### config.mk
export PLATFORM = sky130hd
export DESIGN_NAME = fetch_stage
export DESIGN_NICKNAME = d
export VERILOG_FILES = /design/src/rtl/fetch_stage.sv
export SDC_FILE = /design/constraint.sdc
export NUM_CORES = 1
export LEC_CHECK = 0
export ABC_AREA = 1
export CORE_ASPECT_RATIO = 0.9
export CORE_UTILIZATION = 43
export DETAILED_ROUTE_END_ITERATION = 10
export PLACE_DENSITY = 0.86
export SETUP_SLACK_MARGIN = 0.05
export SLEW_MARGIN = 40
export SYNTH_ARGS = -nofsm -noshare
export SYNTH_HDL_FRONTEND = slang
export SYNTH_SLANG_ARGS = --single-unit
### constraint.sdc
create_clock -name clk -period 1.46 [get_ports clk]
set_input_delay 0.292 -clock clk [delete_from_list [all_inputs] [get_ports clk]]
set_output_delay 0.292 -clock clk [all_outputs]
set_load 0.03 [all_outputs]
### src/rtl/fetch_stage.sv
// Instruction fetch stage: drives a registered-read instruction memory and
// presents fetched words to decode. It handles stall, redirect and sync reset.
module fetch_stage #(
   parameter logic [31:0] RESET_PC = 32'h0000_0000
) (
   input  logic        clk,
   input  logic        reset,
   input  logic        stall,
   input  logic        redirect,
   input  logic [31:0] redirect_pc,
   output logic [31:0] imem_addr,
   input  logic [31:0] imem_rdata,
   output logic        id_valid,
   output logic [31:0] id_instr,
   output logic [31:0] id_pc,
   output logic        misalign
);

   localparam int unsigned XLEN = 32;

   // FLOW means the word arriving on imem_rdata this cycle is a real fetch
   typedef enum logic {
      ST_EMPTY = 1'b0,
      ST_FLOW  = 1'b1
   } state_t;

   state_t            r_state;
   state_t            w_state_next;
   logic [XLEN-1:0]   r_pc;
   logic [XLEN-1:0]   w_pc_next;
   logic [XLEN-1:0]   r_f_pc;
   logic [XLEN-1:0]   w_f_pc_next;
   logic              r_id_valid;
   logic              w_id_valid_next;
   logic [XLEN-1:0]   r_id_instr;
   logic [XLEN-1:0]   w_id_instr_next;
   logic [XLEN-1:0]   r_id_pc;
   logic [XLEN-1:0]   w_id_pc_next;
   logic              r_misalign;
   logic              w_misalign_next;
   logic [XLEN-1:0]   w_imem_addr;

   // Next-state and memory address; redirect outranks stall
   always_comb begin
      w_state_next    = r_state;
      w_pc_next       = r_pc;
      w_f_pc_next     = r_f_pc;
      w_id_valid_next = r_id_valid;
      w_id_instr_next = r_id_instr;
      w_id_pc_next    = r_id_pc;
      w_misalign_next = redirect & (|redirect_pc[1:0]);
      w_imem_addr     = {2'b00, r_pc[XLEN-1:2]};

      if (redirect) begin
         w_pc_next       = {redirect_pc[XLEN-1:2], 2'b00};
         w_state_next    = ST_EMPTY;
         w_id_valid_next = 1'b0;
      end else if (stall) begin
         // Re-read the in-flight word so imem_rdata still matches f_pc
         if (reset) begin
            w_imem_addr = {2'b00, r_f_pc[XLEN-1:2]};
         end
      end else begin
         w_pc_next       = r_pc + XLEN'(4);
         w_f_pc_next     = r_pc;
         w_state_next    = ST_FLOW;
         w_id_instr_next = imem_rdata;
         w_id_pc_next    = r_f_pc;
         w_id_valid_next = (r_state == ST_FLOW);
      end
   end

   // State register with synchronous active-low reset overriding everything
   always_ff @(posedge clk) begin
      if (!reset) begin
         r_state    <= ST_EMPTY;
         r_pc       <= RESET_PC;
         r_f_pc     <= '0;
         r_id_valid <= 1'b0;
         r_id_instr <= '0;
         r_id_pc    <= '0;
         r_misalign <= 1'b0;
      end else begin
         r_state    <= w_state_next;
         r_pc       <= w_pc_next;
         r_f_pc     <= w_f_pc_next;
         r_id_valid <= w_id_valid_next;
         r_id_instr <= w_id_instr_next;
         r_id_pc    <= w_id_pc_next;
         r_misalign <= w_misalign_next;
      end
   end

   assign imem_addr = w_imem_addr;
   assign id_valid  = r_id_valid;
   assign id_instr  = r_id_instr;
   assign id_pc     = r_id_pc;
   assign misalign  = r_misalign;

endmodule

After elaboration in Yosys (flattened, before gate mapping)
Cells that the tools add are included.

cells by class
  add/subtract/negate cells = 1
  multipliers = 0
  divide/modulo/power cells = 0
  $lt $le $gt $ge = 0
  eq/ne operators = 1
  shift-type cells = 0
  mux-type cells = 5
  bitwise operators = 4
  reduce and logical (&&, ||, !) cells = 3

operator list
  kind                                                   number
  2-to-1 mux 30 bit                                      3
  2-to-1 mux 32 bit                                      2
  adder 32 x 3 -> 32 bit, second input constant          1
  OR reduction 2 bit                                     2
  inverter 1 bit                                         3
  inequality test 2 x 1 -> 1 bit, second input constant  1
  AND reduction 2 bit                                    1
  bitwise AND 1 bit                                      1

word-level totals
  register bits after elaboration = 131
  bits in latches = 0
  memory bits (writable) = 0
  ROM bits = 0
  bits of input ports = 68
  output and inout port bits = 98
  word-level logic and storage cells = 22
  memories = 0

Longest topological paths before layout
  depth in word-level cells = 3
  depth in mapped cells = 10
  gate-level depth less buffers = 10

Least setup slack after synthesis
OpenSTA, ideal clock, no wires.

  path kind = input to output
  start = input port reset
  end = output port imem_addr[15]
  data arrival time = 1576 ps
  required time = 1168 ps
  path slack = -408 ps
  stages = 6
  path buffers = 2
  path through = inv_1 nor2_1 nand2_1 buf_2 buf_2 o21ai_0

between the ends
  cells in the longest elaborated chain, start to end = 3

ends and longest elaborated chain
  what               RTL line  RTL
  from (decl)        7         input logic reset,
  2-to-1 mux 30 bit  60        if (reset) begin
  2-to-1 mux 30 bit  58        end else if (stall) begin
  2-to-1 mux 30 bit  54        if (redirect) begin
  to (decl)          11        output logic [31:0] imem_addr,

No other way between the ends.

Worst setup path in the final report
  start = register r_pc[11]
  end = register r_pc[31]

between the ends
  cells in the longest elaborated chain, start to end = 3

ends and longest elaborated chain
  what                    RTL line  RTL
  from (decl)             29        logic [XLEN-1:0] r_pc;
  from (signal assigned)  85        r_pc <= w_pc_next;
  adder 32 x 3 -> 32 bit  64        w_pc_next = r_pc + XLEN'(4);
  2-to-1 mux 32 bit       58
  2-to-1 mux 32 bit       54

No other way between the ends. The select of a mux whose other input is x is not followed.
A chain may end at the register's enable or synchronous reset.

==> flow_metrics.tcl <==
set metrics [dict create \
    status "finished, violations left" \
    violations "negative setup slack" \
    p_leak_nw 4.18 \
    startpoint "r_pc[11]" \
    path_cells "buf_4 -> nand2_1 -> nor2_1 -> nand3_4 -> nor2_4 -> buf_6 -> a21oi_2 -> nor2_1 -> nor2_1" \
    fin_cells 1264 \
    setup_viol_count_final 48 \
    fin_util_pct 75.6 \
    grt_usage_pct 27.3 \
    rsz0062_at_grt "true" \
    path_depth 9 \
    die_x_um 124 \
    ff2ff_path_depth 9 \
    dpl.cell_count 1192 \
    r2r-start "r_pc[11]" \
    slowest_delay_ns 0.35 \
    r2r-end "r_pc[31]" \
    drc 0 \
    first_pass_iters 8 \
    cp-endpoint "r_pc[31]" \
    path_common_cell "nor2_1" \
    timing.final.max_slew_violations 0 \
    ys_warn_count 0 \
    dieArea_um2 13800 \
    wl_per_cell_um 17.0 \
    power_density_nw_per_um2 1050 \
    grt_pass1_vias 6233 \
    cts_htree_levels 4 \
    final_nets 1156 \
    dpl_worst_slack_ns -0.546 \
    fin_total_pwr_mw 10.2 \
    nFillCells 834 \
    rows 39 \
    min_path_type "input pin to flop" \
    syn_to_final_growth_pct 69.0 \
    cts_buffers 17 \
    boundaryPins 166 \
    antenna_found_initial 0 \
    min_period_over_period_pct 111 \
    setup_ws_ns -0.163 \
    hold_viol 0 \
    start_kind "flop" \
    fin_worst_skew_ns 0.00963 \
    vias 6828 \
    drive_gt1_share_pct 34.1 \
    design.core.area_um2 12800 \
    grt_max_degree 59 \
    ys_seq_area_share_pct 43.6 \
    synth-seq-cells 125 \
    cts_num_sinks 125 \
    synth_area_um2 5740 \
    postRouteAntennaNets 0 \
    grt_pass1_wl_mm 29.6 \
    critPathTopFamily "simple AND/OR/NAND/NOR gates" \
    crit_buf_inv 2 \
    dpl.hpwl_mm 12.4 \
    clockRootBuffer "clkbuf_16" \
    arrival_ns 1.93 \
    holdBufCountCts 0 \
    wl_mm 21.5 \
    cap_violations 0 \
    finalCriticalPeriod_ns 1.62 \
    ir_drop_mv 0.707 \
    crit_path_end_kind "flop" \
    rrSetupSlack_ns -0.16 \
    clk_pin_slew_ns 0.06 \
    slowest_stage "dfxtp_2" \
    port_buffers 161 \
    cp.required_ns 1.76 \
    start_util_pct 44.7 \
    tightest_slew_ns 0.550 \
    clock_latency_ns 0.42 \
    vias_per_cell 5.40 \
    avgSynthCellArea_um2 6.82 \
    critPathMaxFanout 6 \
    dieHeight_um 112 \
    gp_congestion 0.882 \
    clock_path_buffers 2 \
    overflow 0 \
    synth_cell_types 34 \
    cts_tree "built" \
    placed_area_um2 8210 \
    drt_iter0_markers 605 \
    relSlewSlack_pct 63.3 \
    path_class "flop to flop" \
    layout_commonest_cell "nor2_1" \
    antenna_cells 0 \
    clock.fmax_mhz 616 \
    final_cell_mix "nor2_1, nand2_1, o21ai_0, dfxtp_1, buf_4" \
    netlist_instances 841 \
    final_cell_area_um2 9700 \
]
[layer usage]
metal  track usage [%]  routed length, um  vias to the layer above  share of wire [%]
li1                  -                  -                     3190                  -
met1              32.2               8340                     3159                 39
met2              47.1              10300                      408                 48
met3              6.45               2100                       71                9.8
met4              10.9                741                        0                3.5
met5                 0                  0                        -                  0
[through the flow]
| stage | TNS (ns) | hold slack (ns) |
|---|---|---|
| finish | -4.26 | 0.295 |
| global route | -6.79 | 0.301 |
| CTS | -1.00 | 0.295 |
| detailed placement | -65.39 | 0.447 |
| global placement | -59.67 | 0.444 |
| floorplan | -0.220 | 0.436 |
[registers in the layout, indices dropped and copies added (netlist names)]
register,count
misalign,1
id_instr,32
id_valid,1
r_state,1
r_f_pc,30
id_pc,30
r_pc,30
[synth_stat cells]
library cell  instances  area share, %
dfxtp_1             125             44
inv_1                87            5.7
mux2_2                3           0.59
buf_1                 2           0.13
nor2_2                5           0.55
or2_2                 1           0.11
o21ai_0             123             11
nor3_2                1           0.17
buf_6                 1           0.20
nor2_1              182             12
nand2_1             121            7.9
o2111ai_1             2           0.31
a21oi_1              44            3.8
a211oi_1              2           0.26
nor3_1                7           0.61
clkbuf_1             16            1.0
nand2_2               3           0.33
nor4_1                1           0.11
nand3_1              52            4.5
buf_2                25            2.2
a22oi_1               2           0.26
o21ai_1               1          0.087
a31oi_1               1           0.11
nand3_2               3           0.52
nand3_4               1           0.31
inv_2                 3           0.20
o211ai_1              3           0.39
nand3b_1              6           0.78
buf_4                 6           0.78
o221ai_1              1           0.15
nand4_1               5           0.55
conb_1                1          0.065
nor2_4                4           0.78
ha_1                  1           0.22
[repair_timing]
| action | in CTS | in global routing |
|---|---|---|
| endpoints found under the setup margin | 200 | 78 |
| gates cloned | 0 | 6 |
| buffers inserted | 21 | 13 |
| gates resized for setup | 287 | 91 |
| pin swaps | 8 | 18 |
[worst register-to-register path, stage by stage (launching register included)]
cell     delay (ns)
dfxtp_2        0.35
buf_4          0.14
nand2_1        0.08
nor2_1         0.21
nand3_4        0.20
nor2_4         0.22
buf_6          0.13
a21oi_2        0.04
nor2_1         0.10
nor2_1         0.04
[cell families after synthesis]
logic type | count (synthesis) | synth area share, %
flip-flops | 125 | 43.6
multiplexers | 3 | 0.589
other | 1 | 0.0653
adder cells (fa/ha/maj) | 1 | 0.218
AND/OR/NAND/NOR | 392 | 29.2
AO/OA/AOI/OAI | 179 | 16.1
buffers and inverters | 140 | 10.2
[report_power, final]
| group | switching, mW | internal, mW |
|---|---|---|
| Combinational | 1.16 | 0.908 |
| Clock | 1.66 | 2.66 |
| Sequential | 0.143 | 3.63 |
[how the worst min path moves through the flow]
stage,start,to,slack (ns),depth (start not counted)
global route,reset,r_f_pc[20],0.30,4
CTS,reset,r_f_pc[19],0.29,4
floorplan,r_state,id_valid,0.44,2
finish,reset,r_f_pc[19],0.30,4
global placement,r_state,id_valid,0.44,2
detailed placement,id_valid,id_valid,0.45,2
[final cells by class]
type                    instances  area [um^2]  share of cell area, %
flip-flops and latches        125         2540                   26.2
multi-input cells             580         3280                   33.8
clock inverters                12          136                   1.41
repair buffers                273         2720                   28.0
well taps                     164          205                   2.12
clock buffers                  20          467                   4.81
inverters                      90          352                   3.62
No activity file was read; power rests on OpenSTA's default activity.
